$ cat config.mk
export PLATFORM = sky130hd
export DESIGN_NAME = serial_alu_sequencer
export DESIGN_NICKNAME = d
export VERILOG_FILES = /design/src/rtl/serial_alu_sequencer.sv
export SDC_FILE = /design/constraint.sdc
export NUM_CORES = 1
export LEC_CHECK = 0
export CAP_MARGIN = 20
export CELL_PAD_IN_SITES_DETAIL_PLACEMENT = 0
export CELL_PAD_IN_SITES_GLOBAL_PLACEMENT = 1
export CORE_ASPECT_RATIO = 1.5
export CORE_MARGIN = 2
export CORE_UTILIZATION = 35
export DETAILED_ROUTE_END_ITERATION = 8
export GPL_TIMING_DRIVEN = 0
export PLACE_DENSITY_LB_ADDON = 0.1
export SYNTH_ARGS = -nofsm -noshare
export SYNTH_HDL_FRONTEND = slang
export SYNTH_SLANG_ARGS = --single-unit
$ cat constraint.sdc
create_clock -name clk -period 1.44 [get_ports clk]
set_input_delay 0.432 -clock clk [delete_from_list [all_inputs] [get_ports clk]]
set_output_delay 0.432 -clock clk [all_outputs]
set_load 0.005 [all_outputs]
$ cat src/rtl/serial_alu_sequencer.sv
`default_nettype none
// ============================================================================
// Module   : serial_alu_sequencer
// Brief    : Bit-serial controller for a 1-bit adder/B-select segment;
//            assembles a WIDTH-bit result LSB first and maintains CF/ZF/NF/VF.
// Revision : 1.0 - initial release
// ============================================================================
module serial_alu_sequencer #(
    parameter int WIDTH = 8
) (
    input  logic             clk,
    input  logic             rst_n,
    input  logic             start,
    input  logic [2:0]       op,
    input  logic [WIDTH-1:0] a_i,
    input  logic [WIDTH-1:0] b_i,
    output logic             seg_a,
    output logic             seg_b,
    output logic             seg_cin,
    output logic [1:0]       seg_s,
    input  logic             seg_d,
    input  logic             seg_cout,
    output logic             busy,
    output logic             done,
    output logic [WIDTH-1:0] result_o,
    output logic             cf_o,
    output logic             zf_o,
    output logic             nf_o,
    output logic             vf_o
);

    localparam int                CNT_W  = $clog2(WIDTH);
    localparam logic [CNT_W-1:0]  c_LAST = CNT_W'(WIDTH - 1);

    localparam logic [2:0] c_OP_ADD = 3'b000;
    localparam logic [2:0] c_OP_ADC = 3'b001;
    localparam logic [2:0] c_OP_SUB = 3'b010;
    localparam logic [2:0] c_OP_SBB = 3'b011;
    localparam logic [2:0] c_OP_TFA = 3'b100;
    localparam logic [2:0] c_OP_INC = 3'b101;
    localparam logic [2:0] c_OP_DEC = 3'b110;
    localparam logic [2:0] c_OP_CMP = 3'b111;

    typedef enum logic [1:0] {
        S_IDLE = 2'b00,
        S_RUN  = 2'b01,
        S_DONE = 2'b10
    } state_t;

    state_t           r_state;
    state_t           w_next_state;
    logic [WIDTH-1:0] r_a;
    logic [WIDTH-1:0] r_b;
    logic [WIDTH-1:0] r_res;
    logic [2:0]       r_op;
    logic             r_cin0;
    logic             r_carry;
    logic [CNT_W-1:0] r_cnt;
    logic             w_cin0;
    logic [1:0]       w_sel;
    logic [WIDTH-1:0] w_word;

    // Bit-0 carry-in chosen from the incoming op at start time
    always_comb begin
        w_cin0 = 1'b0;
        case (op)
            c_OP_ADC, c_OP_SBB:           w_cin0 = cf_o;
            c_OP_SUB, c_OP_CMP, c_OP_INC: w_cin0 = 1'b1;
            default:                      w_cin0 = 1'b0;
        endcase
    end

    always_comb begin
        w_sel = 2'b00;
        case (r_op)
            c_OP_ADD, c_OP_ADC:           w_sel = 2'b00;
            c_OP_SUB, c_OP_SBB, c_OP_CMP: w_sel = 2'b01;
            c_OP_TFA, c_OP_INC:           w_sel = 2'b10;
            c_OP_DEC:                     w_sel = 2'b11;
            default:                      w_sel = 2'b00;
        endcase
    end

    assign w_word = {seg_d, r_res[WIDTH-1:1]};

    always_comb begin
        w_next_state = r_state;
        seg_a        = 1'b0;
        seg_b        = 1'b0;
        seg_cin      = 1'b0;
        seg_s        = 2'b00;
        busy         = 1'b0;
        done         = 1'b0;
        case (r_state)
            S_IDLE: begin
                if (start) w_next_state = S_RUN;
            end
            S_RUN: begin
                busy    = 1'b1;
                seg_a   = r_a[0];
                seg_b   = r_b[0];
                seg_s   = w_sel;
                seg_cin = (r_cnt == '0) ? r_cin0 : r_carry;
                if (r_cnt == c_LAST) w_next_state = S_DONE;
            end
            S_DONE: begin
                busy         = 1'b1;
                done         = 1'b1;
                w_next_state = S_IDLE;
            end
            default: w_next_state = S_IDLE;
        endcase
    end

    always_ff @(posedge clk) begin
        if (!rst_n) begin
            r_state  <= S_IDLE;
            r_a      <= '0;
            r_b      <= '0;
            r_res    <= '0;
            r_op     <= '0;
            r_cin0   <= 1'b0;
            r_carry  <= 1'b0;
            r_cnt    <= '0;
            result_o <= '0;
            cf_o     <= 1'b0;
            zf_o     <= 1'b0;
            nf_o     <= 1'b0;
            vf_o     <= 1'b0;
        end else begin
            r_state <= w_next_state;
            case (r_state)
                S_IDLE: begin
                    if (start) begin
                        r_a    <= a_i;
                        r_b    <= b_i;
                        r_op   <= op;
                        r_cin0 <= w_cin0;
                        r_cnt  <= '0;
                    end
                end
                S_RUN: begin
                    r_res   <= w_word;
                    r_a     <= r_a >> 1;
                    r_b     <= r_b >> 1;
                    r_carry <= seg_cout;
                    r_cnt   <= r_cnt + 1'b1;
                    // Last bit: seg_cin is the carry into the MSB, seg_cout the final carry
                    if (r_cnt == c_LAST) begin
                        if (r_op != c_OP_CMP) result_o <= w_word;
                        cf_o <= seg_cout;
                        zf_o <= (w_word == '0);
                        nf_o <= seg_d;
                        vf_o <= seg_cin ^ seg_cout;
                    end
                end
                default: ;
            endcase
        end
    end

endmodule
`default_nettype wire

Yosys cells after proc, flatten, opt, wreduce, memory -nomap -nowiden

Memory sizes are Yosys's and may differ from the RTL's. A register that Yosys moved wholly into a read port is not among the register bits.
Index checks and enable logic that the tools add are counted.
Widths: inputs -> output; s select.

ROM bits: 16
Input port bits: 24
Memories: 1
Bits in registers: 46

Bitwise gates (word level): 1
Equality and inequality tests: 11
Reductions and logical operators: 12
Mux-type cells: 19
Add/sub/neg operators: 1

Memory list:

| name             | words | width | read ports | clocked after memory_dff | write ports | line | RTL |
|---|---|---|---|---|---|---|---|
| (name not given) | 8     | 2     | 1          | 1                        | 0           | 75   | `case (r_op)` |

Operators with widths:

| cell                | count |
|---|---|
| $pmux 8 s2          | 2 |
| $mux 8              | 2 |
| $eq 3x3->1 const B  | 3 |
| $mux 3              | 3 |
| $logic_not 8->1     | 1 |
| $reduce_and 2->1    | 4 |
| $eq 3x2->1 const B  | 2 |
| $mux 1              | 6 |
| $mux 2              | 3 |
| $pmux 3 s2          | 1 |
| $ne 2x2->1 const B  | 2 |
| $pmux 2 s2          | 1 |
| $reduce_or 2->1     | 2 |
| $add 3x1->3 const B | 1 |
| $eq 3x1->1 const B  | 1 |
| $logic_not 3->1     | 1 |
| $ne 3x3->1 const B  | 1 |
| $reduce_and 3->1    | 1 |
| $reduce_or 3->1     | 1 |
| $eq 2x1->1 const B  | 1 |
| $eq 2x2->1 const B  | 1 |
| $logic_not 2->1     | 1 |
| $pmux 1 s2          | 1 |
| $reduce_bool 2->1   | 1 |
| $xor 1x1->1         | 1 |

Logic depth before layout (Yosys ltp)

Depth after elaboration: 4
Depth in mapped cells: 7
Mapped depth without buffers: 5

Least setup slack after synthesis

Ideal clock, no wire load.

Path kind: flip-flop to output port
From: reg r_state[1]
To: out seg_a
Cell stages (with the launch flop): 6
Path slack: -36 ps
Arrival: 1044 ps
Data required time: 1008 ps
Path buffers: 2
Cell sequence: dfxtp_1 inv_1 ha_1 buf_4 buf_2 and2_1

Cells in the longest elaborated chain, start to end: 2

Ends and longest elaborated chain:

| element                | line | RTL |
|---|---|---|
| start, declared        | 50   | `state_t r_state;` |
| start signal, assigned | 131  | `r_state <= w_next_state;` |
| $eq 2x1->1             | 94   | `case (r_state)` |
| $mux 1                 | 94   |  |
| end, declared          | 17   | `output logic seg_a,` |

No other way between the ends.

Worst setup path in the final report

From: reg r_state[1]
To: out seg_cin

Cells in the longest elaborated chain, start to end: 2

Ends and longest elaborated chain:

| element       | line | RTL |
|---|---|---|
| $eq 2x1->1    | 94   |  |
| $mux 1        | 94   |  |
| end, declared | 19   | `output logic seg_cin,` |

No other way between the ends.

==> results <==
## critical path, cell delays in order (launching register included)
cell     delay [ns]
dfxtp_2        0.36
inv_2          0.05
ha_4           0.15
buf_8          0.11
buf_8          0.12
buf_6          0.12
nor2b_4        0.12
buf_2          0.12
## worst max path at each step
stage | from | end | slack, ns
5_1_grt | r_cnt[0] | seg_cin | -0.49
3_3_place_gp | r_state[1] | seg_cin | -0.67
6_report | r_state[1] | seg_cin | -0.44
2_1_floorplan | r_cnt[0] | seg_cin | 0.008
4_1_cts | r_state[1] | seg_cin | -0.43
3_5_place_dp | r_state[1] | seg_cin | -0.67
## power breakdown
part | internal [mW] | leakage [nW] | switching [mW]
Clock | 0.439 | 0.0515 | 0.444
Sequential | 1.39 | 0.390 | 0.0724
Combinational | 0.580 | 0.867 | 0.448
Total | 2.41 | 1.31 | 0.965
## routing by layer
layer / share of wire, % / vias to the layer above
li1: - / 942
met3: 3.8 / 8
met1: 38 / 897
met5: 0 / -
met4: 1.5 / 0
met2: 56 / 38
## layout make-up
type | count | area [um2]
sequential | 47 | 955.9
tap | 74 | 92.59
timing repair buffer | 62 | 630.6
inverter | 6 | 22.52
clock buffer | 8 | 100.1
multi-input combinational | 161 | 1297
fill | 599 | 2828
buffer | 15 | 160.2
## kinds of logic after synthesis
logic type               Yosys count  share of synthesized area (%)
AND/OR/NAND/NOR                   74                          16.33
multiplexers                      25                          11.79
buffers and inverters             21                          5.232
flip-flops                        47                          43.24
AO/OA/AOI/OAI                     55                          19.38
adder cells (fa/ha/maj)            7                          4.025
## per-stage QoR
step | util [%] | total power [mW]
after floorplan | - | 1.930
after global placement | 44.15 | 2.128
after detailed placement | 44.15 | 2.134
after CTS | 52.23 | 3.357
after global routing | 53.55 | 3.534
final | 53.55 | 3.374
## timing repair
item                                   in CTS  in global routing
pin swaps                                   8                  9
cloned                                      3                  0
setup buffers                              15                  4
setup endpoints to repair                  66                 44
endpoints found under the hold margin       0                  0
hold buffers                                0                  0
resized for setup                         116                 18
## cells in the mapped netlist, types with 5 or more instances
master | instances | area [um2]
mux2i_1 | 23 | 230.2
o21ai_0 | 10 | 50.05
a21oi_1 | 20 | 100.1
inv_1 | 5 | 18.77
nand2_1 | 11 | 41.29
ha_1 | 7 | 87.58
dfxtp_1 | 47 | 940.9
nor2_1 | 25 | 93.84
a211oi_2 | 14 | 175.2
and2_1 | 7 | 43.79
nand3_1 | 17 | 85.08
## sequential cells by signal (all words and copies together) (netlist names), 2 cells and up
| signal | flops |
|---|---|
| r_op | 3 |
| result_o | 8 |
| r_cnt | 3 |
| r_a | 8 |
| r_b | 8 |
| w_sel | 2 |
| r_state | 2 |
| r_res | 7 |
==> results.yml <==
worst_hold_path:
  hp-class: "flip-flop to flip-flop"
  whs_path_depth: 2
  worstHoldEndpoint: "nf_o"
  hp-start: "nf_o"
timing:
  setup_viol: 38
  final_max_slew_viol_count: 0
  rsz0062_at_grt: "true"
  setup_tns_ns: -4.273
  whs_ns: 0.4526
  slew_headroom_pct: 76.92
  hold_viol_final: 0
  skew_ns: 0.009594
  min_period_ns: 1.880
  worstMarginPinSlew_ns: 0.3461
  finalCritPeriodShare_pct: 130.6
  timing.fmax_mhz: 531.9
  setup_ws_ns: -0.4400
cts:
  cts_tree: "built"
  clock_latency_ns: 0.30
  clock-sinks: 47
  path_clk_slew_ns: 0.09
  cts_buffers: 5
  clockBufferDepth: 2
  root_buffer: "clkbuf_8"
  htreeDepth: 2
finish:
  antenna_cells: 0
  final_cells: 373
  layout_commonest_cell: "dfxtp_1"
  nNetsFinal: 329
  final_cell_area_um2: 3259
  final_cell_mix: "dfxtp_1, mux2i_1, clkdlybuf4s50_1"
  area_growth_pct: 49.80
  drive_above_1_share_pct: 36.79
detailed_routing:
  wl_mm: 6.037
  drc: 0
  drtPass1Iterations: 4
  vias: 1885
  ant_nets: 0
  avgViaCountPerCell: 5.054
  drt_iter0_drc: 47
  wl_per_cell_um: 16.18
global_routing:
  busiest_layer: "met2"
  grt_pass1_wl_mm: 9.087
  antenna_found_initial: 0
  grt_use_met1_pct: 17.87
  grt_remaining_overflow: 0
  grt_pass1_vias: 1899
  grt.total_usage_pct: 18.21
  use_met2_pct: 35.70
  grt.met3_usage_pct: 3.575
  grt_max_degree: 14
floorplan:
  core_um2: 6087
  initial_core_util_pct: 35.75
  fp.dieArea_um2: 6876
  die_width_um: 68.38
  core.rowCount: 35
  die_h_um: 100.6
  io-pin-count: 43
logic_synthesis:
  ys_ff_latch: 47
  ys.flop_type: "dfxtp_1"
  synth_cell_types: 34
  synth.avg_cell_area_um2: 9.501
  yosysSeqAreaShare_pct: 43.24
  synth_warnings: 0
  async_reset_ff_share_pct: 0
  synth_edf_count: 0
  synth_area_um2: 2176
  synth_fp_nets: 260
  synthCells: 229
setup_path:
  cp_data_arrival_time_ns: 1.45
  cp.required_ns: 1.01
  worstPathMaxFanout: 5
  r2r-start: "r_state[1]"
  cp-start-kind: "flip-flop"
  ff2ff_setup_slack_ns: -0.19
  timing.rr.end: "r_a[6]"
  critical_path_class: "flip-flop to output pin"
  rr_worst_depth: 7
  end_kind: "output pin"
run_status:
  violations: "negative setup slack"
  status: "finished, violations left"
power_and_ir_drop:
  vdd_drop_max_mv: 0.5684
  leakagePower_nw: 1.308
  p_per_area_nw_per_um2: 1035
placed_design:
  dpl-instance-area_um2: 2688
  pre_cts_ws_ns: -0.6672
  portBuffers: 41
  placedCellCount: 344
  hpwl_mm: 3.916
  gp_congestion: 0.7374
job:
  max_cap_violations: 0
No activity file was read; power rests on OpenSTA's default activity.
